File: src/rtl/pwm_pkg.sv
// Shared definitions for the PWM AXI-Lite register front end.
// No logic here: response codes, FSM state encodings and size helpers.
// No backpressure: constants and functions only.
package pwm_pkg;

    localparam logic [1:0] RESP_OKAY   = 2'b00;
    localparam logic [1:0] RESP_SLVERR = 2'b10;

    typedef enum logic [1:0] {
        W_IDLE = 2'd0,
        W_EXEC = 2'd1,
        W_RESP = 2'd2
    } w_state_t;

    typedef enum logic [1:0] {
        R_IDLE = 2'd0,
        R_EXEC = 2'd1,
        R_CAPT = 2'd2,
        R_RESP = 2'd3
    } r_state_t;

    // One global register followed by a period/duty pair per channel.
    function automatic int calc_depth(input int num_channels);
        return 1 + 2 * num_channels;
    endfunction

    function automatic int calc_addr_width(input int num_channels);
        return $clog2(calc_depth(num_channels));
    endfunction

endpackage

File: src/rtl/pwm_axil_ctrl.sv
// AXI-Lite slave bridging to a simple register-file write/read port for the PWM block.
// Latency: AW+W -> write_en next cycle -> bvalid after; AR -> read_en next cycle -> rvalid 2 after.
// Backpressure: one outstanding write and one outstanding read; ready low until the response is taken.
module pwm_axil_ctrl
    import pwm_pkg::*;
#(
    parameter int REG_WIDTH      = 16,
    parameter int NUM_CHANNELS   = 4,
    parameter int AXI_ADDR_WIDTH = 8,
    parameter int AXI_DATA_WIDTH = 32,
    localparam int DEPTH         = calc_depth(NUM_CHANNELS),
    localparam int ADDR_WIDTH    = calc_addr_width(NUM_CHANNELS)
) (
    input  logic                          clk,
    input  logic                          rst_n,
    input  logic [AXI_ADDR_WIDTH-1:0]     s_awaddr,
    input  logic                          s_awvalid,
    output logic                          s_awready,
    input  logic [AXI_DATA_WIDTH-1:0]     s_wdata,
    input  logic [AXI_DATA_WIDTH/8-1:0]   s_wstrb,
    input  logic                          s_wvalid,
    output logic                          s_wready,
    output logic [1:0]                    s_bresp,
    output logic                          s_bvalid,
    input  logic                          s_bready,
    input  logic [AXI_ADDR_WIDTH-1:0]     s_araddr,
    input  logic                          s_arvalid,
    output logic                          s_arready,
    output logic [AXI_DATA_WIDTH-1:0]     s_rdata,
    output logic [1:0]                    s_rresp,
    output logic                          s_rvalid,
    input  logic                          s_rready,
    output logic                          write_en,
    output logic [ADDR_WIDTH-1:0]         write_addr,
    output logic [REG_WIDTH-1:0]          write_data,
    output logic                          read_en,
    output logic [ADDR_WIDTH-1:0]         read_addr,
    input  logic [REG_WIDTH-1:0]          read_data,
    input  logic                          read_valid
);

    localparam int                    STRB_BYTES = (REG_WIDTH + 7) / 8;
    localparam logic [ADDR_WIDTH:0]   DEPTH_W    = DEPTH[ADDR_WIDTH:0];

    // Word index must be below DEPTH and no address bits above the index may be set.
    function automatic logic addr_in_range(input logic [AXI_ADDR_WIDTH-1:0] a);
        logic [ADDR_WIDTH:0] idx_ext;
        idx_ext = {1'b0, a[ADDR_WIDTH+1:2]};
        return ((a >> (ADDR_WIDTH + 2)) == '0) && (idx_ext < DEPTH_W);
    endfunction

    w_state_t                    w_state, w_next;
    logic                        aw_held, w_held;
    logic [AXI_ADDR_WIDTH-1:0]   aw_addr_q;
    logic [AXI_DATA_WIDTH-1:0]   w_data_q;
    logic [AXI_DATA_WIDTH/8-1:0] w_strb_q;
    logic                        aw_fire, w_fire, wr_ok;

    r_state_t                    r_state, r_next;
    logic [AXI_ADDR_WIDTH-1:0]   ar_addr_q;
    logic [AXI_DATA_WIDTH-1:0]   rdata_q;
    logic [1:0]                  rresp_q;
    logic                        ar_fire, rd_ok;

    // Byte-offset bits and write data above REG_WIDTH are accepted but carry no meaning.
    logic unused_bits;
    assign unused_bits = ^{aw_addr_q, ar_addr_q, w_data_q, w_strb_q};

    assign aw_fire = s_awvalid && s_awready;
    assign w_fire  = s_wvalid && s_wready;
    assign ar_fire = s_arvalid && s_arready;

    // Partial-strobe writes are refused rather than merged: the register file has no byte enables.
    assign wr_ok = addr_in_range(aw_addr_q) && (&w_strb_q[STRB_BYTES-1:0]);
    assign rd_ok = addr_in_range(ar_addr_q);

    // Write FSM state register
    always_ff @(posedge clk or negedge rst_n) begin
        if (!rst_n) w_state <= W_IDLE;
        else        w_state <= w_next;
    end

    // Write FSM next state: proceed once both address and data are in hand
    always_comb begin
        w_next = w_state;
        case (w_state)
            W_IDLE:  if ((aw_held || aw_fire) && (w_held || w_fire)) w_next = W_EXEC;
            W_EXEC:  w_next = W_RESP;
            W_RESP:  if (s_bready) w_next = W_IDLE;
            default: w_next = W_IDLE;
        endcase
    end

    // AW and W are captured independently; flags clear when the response is accepted
    always_ff @(posedge clk or negedge rst_n) begin
        if (!rst_n) begin
            aw_held   <= 1'b0;
            w_held    <= 1'b0;
            aw_addr_q <= '0;
            w_data_q  <= '0;
            w_strb_q  <= '0;
        end else if (w_state == W_RESP && s_bready) begin
            aw_held <= 1'b0;
            w_held  <= 1'b0;
        end else begin
            if (aw_fire) begin
                aw_held   <= 1'b1;
                aw_addr_q <= s_awaddr;
            end
            if (w_fire) begin
                w_held   <= 1'b1;
                w_data_q <= s_wdata;
                w_strb_q <= s_wstrb;
            end
        end
    end

    // Write FSM outputs
    always_comb begin
        s_awready  = 1'b0;
        s_wready   = 1'b0;
        s_bvalid   = 1'b0;
        s_bresp    = RESP_OKAY;
        write_en   = 1'b0;
        write_addr = '0;
        write_data = '0;
        case (w_state)
            W_IDLE: begin
                s_awready = !aw_held;
                s_wready  = !w_held;
            end
            W_EXEC: begin
                write_en = wr_ok;
                if (wr_ok) begin
                    write_addr = aw_addr_q[ADDR_WIDTH+1:2];
                    write_data = w_data_q[REG_WIDTH-1:0];
                end
            end
            W_RESP: begin
                s_bvalid = 1'b1;
                s_bresp  = wr_ok ? RESP_OKAY : RESP_SLVERR;
            end
            default: ;
        endcase
    end

    // Read FSM state register
    always_ff @(posedge clk or negedge rst_n) begin
        if (!rst_n) r_state <= R_IDLE;
        else        r_state <= r_next;
    end

    // Read FSM next state
    always_comb begin
        r_next = r_state;
        case (r_state)
            R_IDLE:  if (ar_fire) r_next = R_EXEC;
            R_EXEC:  r_next = R_CAPT;
            R_CAPT:  r_next = R_RESP;
            R_RESP:  if (s_rready) r_next = R_IDLE;
            default: r_next = R_IDLE;
        endcase
    end

    // Latch the read address, then capture the register-file return; no return means SLVERR
    always_ff @(posedge clk or negedge rst_n) begin
        if (!rst_n) begin
            ar_addr_q <= '0;
            rdata_q   <= '0;
            rresp_q   <= RESP_OKAY;
        end else begin
            if (ar_fire) ar_addr_q <= s_araddr;
            if (r_state == R_CAPT) begin
                rdata_q <= read_valid ? AXI_DATA_WIDTH'(read_data) : '0;
                rresp_q <= read_valid ? RESP_OKAY : RESP_SLVERR;
            end
        end
    end

    // Read FSM outputs
    always_comb begin
        s_arready = 1'b0;
        s_rvalid  = 1'b0;
        s_rdata   = '0;
        s_rresp   = RESP_OKAY;
        read_en   = 1'b0;
        read_addr = '0;
        case (r_state)
            R_IDLE: s_arready = 1'b1;
            R_EXEC: begin
                read_en = rd_ok;
                if (rd_ok) read_addr = ar_addr_q[ADDR_WIDTH+1:2];
            end
            R_RESP: begin
                s_rvalid = 1'b1;
                s_rdata  = rdata_q;
                s_rresp  = rresp_q;
            end
            default: ;
        endcase
    end

endmodule

File: config.mk
export PLATFORM = sky130hd
export DESIGN_NAME = pwm_axil_ctrl
export DESIGN_NICKNAME = d
export VERILOG_FILES = /design/src/rtl/pwm_pkg.sv /design/src/rtl/pwm_axil_ctrl.sv
export SDC_FILE = /design/constraint.sdc
export NUM_CORES = 1
export LEC_CHECK = 0
export BUFFER_PORTS_ARGS = -buffer_cell sky130_fd_sc_hd__buf_2
export CAP_MARGIN = 5
export CORE_UTILIZATION = 45
export DETAILED_ROUTE_END_ITERATION = 10
export GPL_ROUTABILITY_DRIVEN = 0
export PLACE_DENSITY = 0.79
export SYNTH_ARGS = -nofsm -noshare
export SYNTH_HDL_FRONTEND = slang
export SYNTH_SLANG_ARGS = --single-unit
File: constraint.sdc
create_clock -name clk -period 2 [get_ports clk]
set_input_delay 0.1 -clock clk [delete_from_list [all_inputs] [get_ports clk]]
set_output_delay 0.1 -clock clk [all_outputs]
set_load 0.05 [all_outputs]
### Word-level counts from Yosys, hierarchy flattened

Index checks and enable logic that the tools add are counted.

| storage, ports and cells | value |
|---|---|
| flip-flop bits (word level) | 74 |
| output and inout port bits | 67 |
| input port bits | 76 |
| logic and storage cells | 74 |

| cells by class | value |
|---|---|
| reductions and logical operators | 23 |
| eq/ne operators | 9 |
| bitwise logic cells | 1 |
| multiplexer cells | 29 |
| magnitude comparators | 2 |

Operator list:

| cell | number |
|---|---|
| $mux 16 | 3 |
| $mux 32 | 1 |
| $logic_not 8->1 | 2 |
| $mux 2 | 8 |
| $mux 4 | 4 |
| $mux 1 | 11 |
| $reduce_and 2->1 | 5 |
| $logic_and 1x1->1 | 8 |
| $lt 4x4->1 const B | 2 |
| $ne 2x2->1 const B | 4 |
| $pmux 2 s4 | 1 |
| $eq 2x2->1 const B | 3 |
| $pmux 2 s3 | 1 |
| $eq 2x1->1 const B | 2 |
| $logic_not 2->1 | 2 |
| $reduce_bool 2->1 | 2 |
| $logic_not 1->1 | 2 |
| $logic_or 1x1->1 | 2 |
| $not 1->1 | 1 |

### Longest topological paths before layout

Gate-level depths: netlist (run 1).

| depth | value |
|---|---|
| word-level depth | 7 |
| mapped depth | 6 |
| depth with buffers taken out | 5 |

### Worst setup path before layout (run 1)

Ideal clock, no wire load.

| timing | value |
|---|---|
| kind | register to output |
| start point | register r_state[1] |
| end point | output read_addr[3] |
| data arrival time | 2165 ps |
| required time | 1900 ps |
| buffers on the path | 0 |
| stages on the path, launching flop included | 5 |
| setup slack | -265 ps |
| cells stage by stage | dfrtp_1 -> inv_1 -> ha_1 -> or3b_2 -> nor3_1 |

| on the way | value |
|---|---|
| word-level cells in the longest chain between the ends | 2 |

RTL lines:

| item | RTL line | text |
|---|---|---|
| start: declaration | pwm_axil_ctrl.sv:59 | `r_state_t r_state, r_next;` |
| start signal: assignment | pwm_axil_ctrl.sv:150 | `else r_state <= r_next;` |
| $eq 2x1->1 | pwm_axil_ctrl.sv:188 | `case (r_state)` |
| $mux 4 | pwm_axil_ctrl.sv:188 |  |
| end: declaration | pwm_axil_ctrl.sv:37 | `output logic [ADDR_WIDTH-1:0] read_addr,` |

Every way passes these cells.

### Final worst setup path (run 1)

| timing | value |
|---|---|
| start point | register w_state[1] |
| end point | output write_data[3] |

| on the way | value |
|---|---|
| word-level cells in the longest chain between the ends | 2 |

RTL lines:

| item | RTL line | text |
|---|---|---|
| start: declaration | pwm_axil_ctrl.sv:52 | `w_state_t w_state, w_next;` |
| start signal: assignment | pwm_axil_ctrl.sv:80 | `else w_state <= w_next;` |
| $eq 2x1->1 | pwm_axil_ctrl.sv:127 | `case (w_state)` |
| $mux 16 | pwm_axil_ctrl.sv:127 |  |
| end: declaration | pwm_axil_ctrl.sv:35 | `output logic [REG_WIDTH-1:0] write_data,` |

Every way passes these cells.

==> results_dict.tcl, run 1 <==
set metrics [dict create \
    status "completed" \
    final-hold-violation-count 0 \
    p_leak_nw 1.73 \
    synth-compound-area-share_pct 4.59 \
    required_ns 1.90 \
    cp-start-kind "flop" \
    crit_start "w_state[1]" \
    insertion_delay_ns 0.30 \
    final.setup_skew_ns 0.00521 \
    routed_wl_um 4950 \
    vias 1982 \
    synth_top_family_by_area "simple AND/OR/NAND/NOR gates" \
    yosysUniqueCellTypes 28 \
    worst-endpoint-arrival_ns 1.76 \
    htreeDepth 2 \
    vias_per_cell 4.66 \
    diodes 0 \
    drc 0 \
    synth_top_area_cell "dfrtp_1" \
    areaGrowthSynthToFinish_pct 27.2 \
    synth_area_leaders "dfrtp_1, mux2_2, buf_4, and2_1, mux2_4" \
    first_pass_iters 4 \
    initial_core_util_pct 47.4 \
    min_period_ns 1.86 \
    drtIter0Drc 53 \
    drive_gt1_share_pct 44.8 \
    final_core_utilization_pct 60.3 \
    synth_edf_count 0 \
    grt.total_usage_pct 17.0 \
    synth_xor_area_share_pct 0 \
    hold_slack_ns 0.0252 \
    fill_cells 478 \
    synth-adder-area-share_pct 2.37 \
    top_level_ports 143 \
    clock.fmax_ghz 0.536 \
    layout.nets 433 \
    maxCapViolCount 0 \
    yosys.area_share.simple_pct 16.8 \
    die_y_um 78.6 \
    ys_warn_count 0 \
    synthCells 244 \
    crit-reg2reg-launch "w_state[0]" \
    row_count 27 \
    routedWlPerCell_um 11.6 \
    antenna_found_initial 0 \
    syn_area_um2 2640 \
    worstSetupPathType "reg2out" \
    final_area_um2 3360 \
    grt_pass1_wl_um 8420 \
    synth_flop_cell "dfrtp_1" \
    cts_made_buffers 5 \
    die_width_um 78.6 \
    path_clk_slew_ns 0.10 \
    grt_remaining_overflow 0 \
    ys_ff_latch 53 \
    cts-root-buf "clkbuf_8" \
    powerDensity_nw_per_um2 1380 \
    fin_ws_ns 0.136 \
    period_share_pct 93.2 \
    synth_top_area_share_pct 50.2 \
    yosysSeqAreaShare_pct 50.2 \
    grt_start_max_net_pins 35 \
    io_buffers 102 \
    avgSynthCellArea_um2 10.8 \
    tritoncts "yes" \
    grt_pass1_vias 1970 \
    hp-class "in2reg" \
    hpwl_um 3740 \
    antenna_left 0 \
    critPathMaxFanout 17 \
    dpl_cell_area_um2 3180 \
    die_area_um2 6180 \
    setup_viol 0 \
    synth_common_cells "dfrtp_1, nor2_1, and2_1, inv_1, mux2_2" \
    dp_slack_ns 0.184 \
    clock_sinks 53 \
    synth.area.mux_share_pct 15.2 \
    core_area_um2 5570 \
    slew_viol_final 0 \
    irDropWorstVdd_mv 1.01 \
    async_reset_ff_share_pct 100 \
    synth_most_common_cell "dfrtp_1" \
    end_kind "output port" \
    clk_path_buf_depth 2 \
    hold_path_startpoint "s_wdata[3]" \
]
[report_power, final]
part | switching [mW] | internal [mW]
logic | 1.32 | 0.857
registers | 0.317 | 1.57
clock network | 0.335 | 0.242
total | 1.97 | 2.67
[cells by family (layout without fill, tap and decap cells)]
kind of cell / Yosys count / after routing
compound gates: 23 / 23
fa+ha+maj: 5 / 5
buf+inv: 51 / 143
flops: 53 / 53
mux: 33 / 33
other cells: 1 / 18
simple gates: 78 / 78
[final cells by class]
class | count | area [um^2] | area share [%]
flip-flops and latches | 53 | 1330 | 39.5
multi-input cells | 157 | 1130 | 33.5
repair buffers | 112 | 646 | 19.2
well taps | 72 | 90.1 | 2.68
inverters | 23 | 86.3 | 2.57
clock buffers | 5 | 68.8 | 2.05
clock inverters | 3 | 17.5 | 0.521
[sequential cells by signal, summed over array words and instances (netlist names), 2 cells and up]
name       cells
r_state        2
w_data_q      16
rdata_q       16
w_state        2
aw_addr_q      6
ar_addr_q      6
w_strb_q       2
[critical path: stages (launching register included)]
cell and delay (ns):
dfrtp_2 0.49, nand2b_2 0.25, nor3_4 0.19, buf_6 0.17, and2_1 0.15, clkbuf_4 0.23
[metrics by stage]
stage	std cells	total power [mW]	TNS [ns]
after floorplan	261	3.60	-1.77
after global placement	414	3.96	0
after detailed placement	414	4.04	0
after CTS	425	4.66	0
after global routing	425	5.00	-0.0544
final	425	4.64	0
[path summary, 6_finish.rpt]
| check | cells past startpoint | slack, ns | to |
|---|---|---|---|
| max | 5 | 0.14 | write_data[3] |
| min | 2 | 0.03 | w_data_q[3] |
| max reg2reg | 3 | 0.40 | w_data_q[4] |
| min reg2reg | 1 | 0.51 | w_data_q[2] |
| max in group asynchronous | 3 | 1.26 | w_state[1] |
| min in group asynchronous | 2 | 0.17 | aw_addr_q[5] |
[what timing repair did]
| item | 4_1_cts | 5_1_grt |
|---|---|---|
| cloned | 0 | 0 |
| gates resized for setup | 7 | 18 |
| hold endpoints to repair | 55 | 0 |
| hold buffers | 2 | 0 |
| endpoints found under the setup margin | 4 | 22 |
| buffers inserted | 1 | 0 |
[layer usage]
layer	track usage (%)	part of all wire, %
met5	0	0
met4	5.19	0.46
met3	3.60	5.5
met2	29.7	51
met1	20.9	43
[placed cells by master (no fill, tap or decap), drive strengths merged]
master	synthesis	layout
or3b	1	1
ha	5	5
a21oi	3	3
inv	22	22
o21ai	17	17
clkinv	1	3
nand3	16	16
nor4b	2	2
o22ai	2	2
conb	1	18
mux2i	2	2
mux2	31	31
dlygate4sd3	0	2
or3	1	1
nor3	8	8
and2	22	22
buf	21	97
clkbuf	7	18
nand2	2	2
nand4bb	1	1
dfrtp	53	53
nor2	23	23
o31a	1	1
nand2b	2	2
clkinvlp	0	1
Note: power is estimated with default switching activity, not from simulation.
==> run 2: changes to the inputs <==
Settings changed: ABC_AREA set to 1, CORE_UTILIZATION 45 to 46, PLACE_DENSITY 0.79 to 0.8.
==> run 2 against run 1 <==
Effect of this change:
- synthesized area increased by 6.5%
- non-clock buffer count is 4 lower
- maximum frequency is 3.1% higher
- clock skew increased by 0.0017 ns
- setup slack improved by 0.056 ns
- power increased by 4.7%
- design area is 2.5% higher
- critical path type unchanged
- global-route usage fell by 0.57 points
- sequential power is 5% lower
- utilization decreased by 2.1 points
==> results_dict.tcl, run 2 <==
set metrics [dict create \
    cts_setup_buffers 0 \
    use_met3_pct 2.73 \
    grt_start_max_net_pins 38 \
    syn_area_um2 2810 \
    core_area_um2 5920 \
    path_clk_slew_ns 0.10 \
    areaGrowthSynthToFinish_pct 22.5 \
    postCtsHoldBufs 1 \
    grt_remaining_overflow 0 \
    synth_top_area_share_pct 47.1 \
    die_area_um2 6430 \
    die_y_um 80.2 \
    synth_flop_cell "dfrtp_1" \
    io_buffers 102 \
    worst-endpoint-arrival_ns 1.71 \
    hpwl_um 4000 \
    cp-start-kind "flop" \
    ctsResizeCount 0 \
    die_width_um 80.2 \
    async_reset_ff_share_pct 100 \
    ys_ff_latch 53 \
    worstSetupPathType "reg2out" \
    vias_per_cell 4.37 \
    antenna_found_initial 0 \
    routed_wl_um 5160 \
    hp-class "in2reg" \
    powerDensity_nw_per_um2 1410 \
    min_period_ns 1.81 \
    power_mw 4.85 \
    met1_usage_pct 18.9 \
    end_kind "output port" \
    antenna_left 0 \
    yosysSeqAreaShare_pct 47.1 \
    drc 0 \
    worst_pin_slew_ns 0.543 \
    synth_top_area_cell "dfrtp_1" \
    setup_viol 0 \
    synth_most_common_cell "inv_1" \
    synthCells 324 \
    final-hold-violation-count 0 \
    period_share_pct 90.4 \
    required_ns 1.90 \
    max_stage_delay_ns 0.41 \
    top_regs "rdata_q: 16 flops, w_data_q: 16 flops" \
    synth_area_leaders "dfrtp_1, inv_1, nand2_1, o21ai_2, a22o_1" \
    drive_gt1_share_pct 37.8 \
    cts_made_buffers 5 \
    maxSlewHeadroom_pct 63.7 \
    top_level_ports 143 \
    ys_warn_count 0 \
    clk_path_buf_depth 2 \
    synth_common_cells "inv_1, nand2_1, dfrtp_1" \
    yosysUniqueCellTypes 24 \
    first_pass_iters 4 \
    clock.fmax_ghz 0.553 \
    fill_cells 547 \
    drtIter0Drc 61 \
    crit_slowest_cell "dfrtp_1" \
    avgSynthCellArea_um2 8.69 \
    status "completed" \
    cts-root-buf "clkbuf_8" \
    rsz0062_at_grt "false" \
    vias 2203 \
    slew_viol_final 0 \
    final_common_cell "buf_2" \
    finalSetupTns_ns 0 \
    grt_pass1_wl_um 8160 \
    synth_edf_count 0 \
    row_count 28 \
    tritoncts "yes" \
    cp_top_family "simple AND/OR/NAND/NOR gates" \
    layout.nets 509 \
    insertion_delay_ns 0.30 \
    maxCapViolCount 0 \
    diodes 0 \
    met2_usage_pct 30.9 \
    final.setup_skew_ns 0.00693 \
    grt.busiest_layer "met2" \
    worst-path-buf-inv 2 \
    critPathMaxFanout 5 \
    initial_core_util_pct 47.5 \
    crit_chain "inv_1, ha_1, nor3b_1, nand2_1, nor2_1, buf_2" \
    p_leak_nw 2.15 \
    htreeDepth 2 \
    irDropWorstVdd_mv 0.767 \
    final_cell_mix "buf_2, inv_1, nand2_1" \
    routedWlPerCell_um 10.2 \
    grt.total_usage_pct 16.4 \
    grt_pass1_vias 1949 \
    clock_sinks 53 \
]
[run 2: cell count changes after synthesis, sizes merged, moves of 5 or more]
cell	before	now
inv	22	80
nand2	2	58
mux2	31	0
and2	22	0
nor2	23	41
a22o	0	16
nand3	16	5
o21ai	17	26
nor3	8	0
buf	21	28
clkbuf	7	0
a21oi	3	8
[run 2: layout make-up]
type | count | area (um^2) | share of cell area [%]
Sequential cell | 53 | 1330 | 38.5
Multi-Input combinational cell | 180 | 1030 | 29.8
Timing Repair Buffer | 108 | 563 | 16.3
Inverter | 80 | 300 | 8.71
Tap cell | 75 | 93.8 | 2.72
Clock buffer | 5 | 68.8 | 2.00
Clock inverter | 3 | 65.1 | 1.89
[run 2: worst reg2reg max path: cells and delay by family, from the launching register on]
kind               cells  cell delay, ns
AOI/OAI and AO/OA      1            0.07
DFF                    1            0.44
and+or+nand+nor        3            0.80
[run 2: cells by family after synthesis]
kind of cell | Yosys count | share of synthesized area, %
buffers and inverters | 108 | 18.6
AO/OA/AOI/OAI | 51 | 14.6
other | 1 | 0.133
AND/OR/NAND/NOR | 106 | 17.3
adder cells (fa/ha/maj) | 5 | 2.22
flip-flops | 53 | 47.1
[run 2: stage by stage]
| stage | hold WS, ns | std cells | cell area, um^2 | utilization, % | worst slack [ns] |
|---|---|---|---|---|---|
| finish | 0.00867 | 504 | 3450 | 58.2 | 0.191 |
| global route | 0.00280 | 504 | 3450 | 58.2 | 0.0630 |
| CTS | 0.0000324 | 502 | 3430 | 57.9 | 0.165 |
| detailed placement | 0.103 | 493 | 3280 | 55.4 | 0.523 |
| global placement | 0.0962 | 493 | 3280 | 55.4 | 0.566 |
| floorplan | -0.196 | 341 | 2880 | - | 0.232 |
[run 2: report_power, final]
part / switching [mW] / internal, mW
registers: 0.261 / 1.53
logic: 1.55 / 0.680
clock network: 0.335 / 0.497
total: 2.14 / 2.71
[run 2: path summary, 6_finish.rpt]
| check | slack (ns) | start | cells after the start | to |
|---|---|---|---|---|
| worst min-delay path | 0.009 | s_bready | 2 | w_state[1] |
| min in group asynchronous | 0.33 | rst_n | 2 | ar_addr_q[3] |
| worst max register to register | 0.56 | w_state[1] | 4 | w_data_q[8] |
| worst min register to register | 0.49 | ar_addr_q[6] | 2 | ar_addr_q[6] |
| worst max-delay path | 0.19 | r_state[1] | 6 | read_addr[2] |
| max in group asynchronous | 0.88 | rst_n | 3 | w_data_q[1] |
[run 2: routing by layer]
metal	share of wire [%]	vias up
met5	0	-
met2	50	76
met3	5.5	5
li1	-	1131
met1	43	991
met4	1.0	0
==> run 3: changes to the inputs <==
Settings changed: CORE_UTILIZATION 46 to 44, PLACE_DENSITY 0.8 to 0.77.
==> run 3 against run 2 <==
Effect of this change:
- die area grew 4.4%
- sequential cell count is the same
- global-route usage grew 0.71 points
- setup slack is essentially flat
- maximum frequency is essentially flat
- clock skew grew 0.0042 ns
- final cell count grew 0.40%
- combinational power is essentially flat
- worst hold slack gained 0.0023 ns
- design area grew 0.44%
- critical endpoint is now read_addr[1]
- largest cell class unchanged
==> results_dict.tcl, run 3 (synthesis results as in run 2) <==
set metrics [dict create \
    first_pass_iters 4 \
    tritoncts "yes" \
    maxCapViolCount 0 \
    max_stage_delay_ns 0.42 \
    min_period_ns 1.81 \
    period_share_pct 90.4 \
    finalSetupTns_ns 0 \
    hpwl_um 3910 \
    final.setup_skew_ns 0.0111 \
    setup_viol 0 \
    final-hold-violation-count 0 \
    worst_r2r_path_depth 4 \
    dpl.cell_count 493 \
    io_buffers 102 \
    row_count 28 \
    cts_setup_buffers 0 \
    crit_chain "inv_1, ha_1, nor3b_1, nand2_1, nor2_1, buf_2" \
    vias 2228 \
    p_clk_share_pct 15.7 \
    top_level_ports 143 \
    final_common_cell "buf_2" \
    powerDensity_nw_per_um2 1380 \
    worstSetupPathType "reg2out" \
    drtIter0Drc 61 \
    die_width_um 82.0 \
    path_clk_slew_ns 0.09 \
    grt_pass1_vias 2141 \
    vias_per_cell 4.40 \
    worst_pin_slew_ns 0.618 \
    grt.total_usage_pct 17.1 \
    layout.nets 511 \
    maxSlewHeadroom_pct 58.8 \
    drive_gt1_share_pct 37.4 \
    antenna_left 0 \
    end_kind "output port" \
    ctsResizeCount 0 \
    hold_slack_ns 0.0110 \
    rsz0062_at_grt "false" \
    internal_power_mw 2.62 \
    power_frac_seq_pct 37.5 \
    r2r-end "rdata_q[12]" \
    slew_viol_final 0 \
    p_leak_nw 2.15 \
    rrSetupSlack_ns 0.53 \
    power_frac_comb_pct 46.8 \
    irDropWorstVdd_mv 0.917 \
    insertion_delay_ns 0.30 \
    worst-endpoint-arrival_ns 1.71 \
    grt_remaining_overflow 0 \
    final_cell_mix "buf_2, inv_1, nand2_1" \
    grt_start_max_net_pins 38 \
    hp-class "in2reg" \
    grt_pass1_wl_um 8870 \
    clk_path_buf_depth 2 \
    core_area_um2 6060 \
    required_ns 1.90 \
    critPathMaxFanout 5 \
    routed_wl_um 5330 \
    fin_cells 506 \
    p_sw_share_pct 45.1 \
    initial_core_util_pct 46.4 \
    status "completed" \
    cp-start-kind "flop" \
    crit_start "r_state[1]" \
    endpoint "read_addr[1]" \
    antenna_found_initial 0 \
    cts-root-buf "clkbuf_8" \
    die_y_um 82.0 \
    postCtsHoldBufs 5 \
    clock_sinks 53 \
    diodes 0 \
    cts_made_buffers 5 \
    die_area_um2 6720 \
    drc 0 \
    htreeDepth 2 \
    routedWlPerCell_um 10.5 \
    crit-reg2reg-launch "r_state[0]" \
    clock.fmax_ghz 0.553 \
    crit_slowest_cell "dfrtp_1" \
    areaGrowthSynthToFinish_pct 23.0 \
    top_regs "rdata_q: 16 flops, w_data_q: 16 flops" \
    p_switching_mw 2.15 \
]
[run 3: through the flow]
| step | area, um^2 | worst slack, ns | util [%] | power, mW |
|---|---|---|---|---|
| floorplan | 2880 | 0.232 | - | 3.66 |
| global route | 3460 | 0.0215 | 57.1 | 5.14 |
| CTS | 3460 | 0.176 | 57.1 | 4.83 |
| global placement | 3290 | 0.562 | 54.4 | 3.98 |
| detailed placement | 3290 | 0.526 | 54.4 | 4.07 |
| finish | 3460 | 0.192 | 57.1 | 4.77 |
[run 3: worst max-delay path: cells and delay by family, from the launching register on]
family        cells  cell delay [ns]
flops             1             0.42
simple gates      3             0.43
buf+inv           2             0.39
fa+ha+maj         1             0.17
[run 3: area by class of cell]
type                       instances  area (um^2)
clock buffer                       7         86.3
inverter                          80          300
sequential                        53         1330
fill                             565         2600
tap                               75         93.8
multi-input combinational        180         1030
timing repair buffer             110          596
clock inverter                     1         30.0
[run 3: metal layers]
metal,wire [um],vias up,track usage (%)
met5,0,-,0
met4,34,0,4.74
met3,349,4,4.44
met2,2630,81,31.7
met1,2320,1003,19.2
li1,-,1140,-
[run 3: power groups by stage]
stage / clock [mW] / sequential [mW] / combinational, mW
2_1_floorplan: 0 / 1.75 / 1.91
5_1_grt: 0.805 / 1.86 / 2.48
6_report: 0.749 / 1.79 / 2.24
3_5_place_dp: 0 / 1.80 / 2.26
3_3_place_gp: 0 / 1.79 / 2.19
4_1_cts: 0.774 / 1.79 / 2.26
[run 3: how the worst min path moves through the flow]
stage	from	end	slack, ns	depth (start not counted)
CTS	read_data[14]	rdata_q[14]	0.0004	2
detailed placement	rst_n	rdata_q[0]	0.15	1
finish	read_data[11]	rdata_q[11]	0.01	2
floorplan	rst_n	ar_addr_q[2]	-0.20	0
global route	read_data[2]	rdata_q[2]	0.003	2
global placement	rst_n	rdata_q[0]	0.14	1
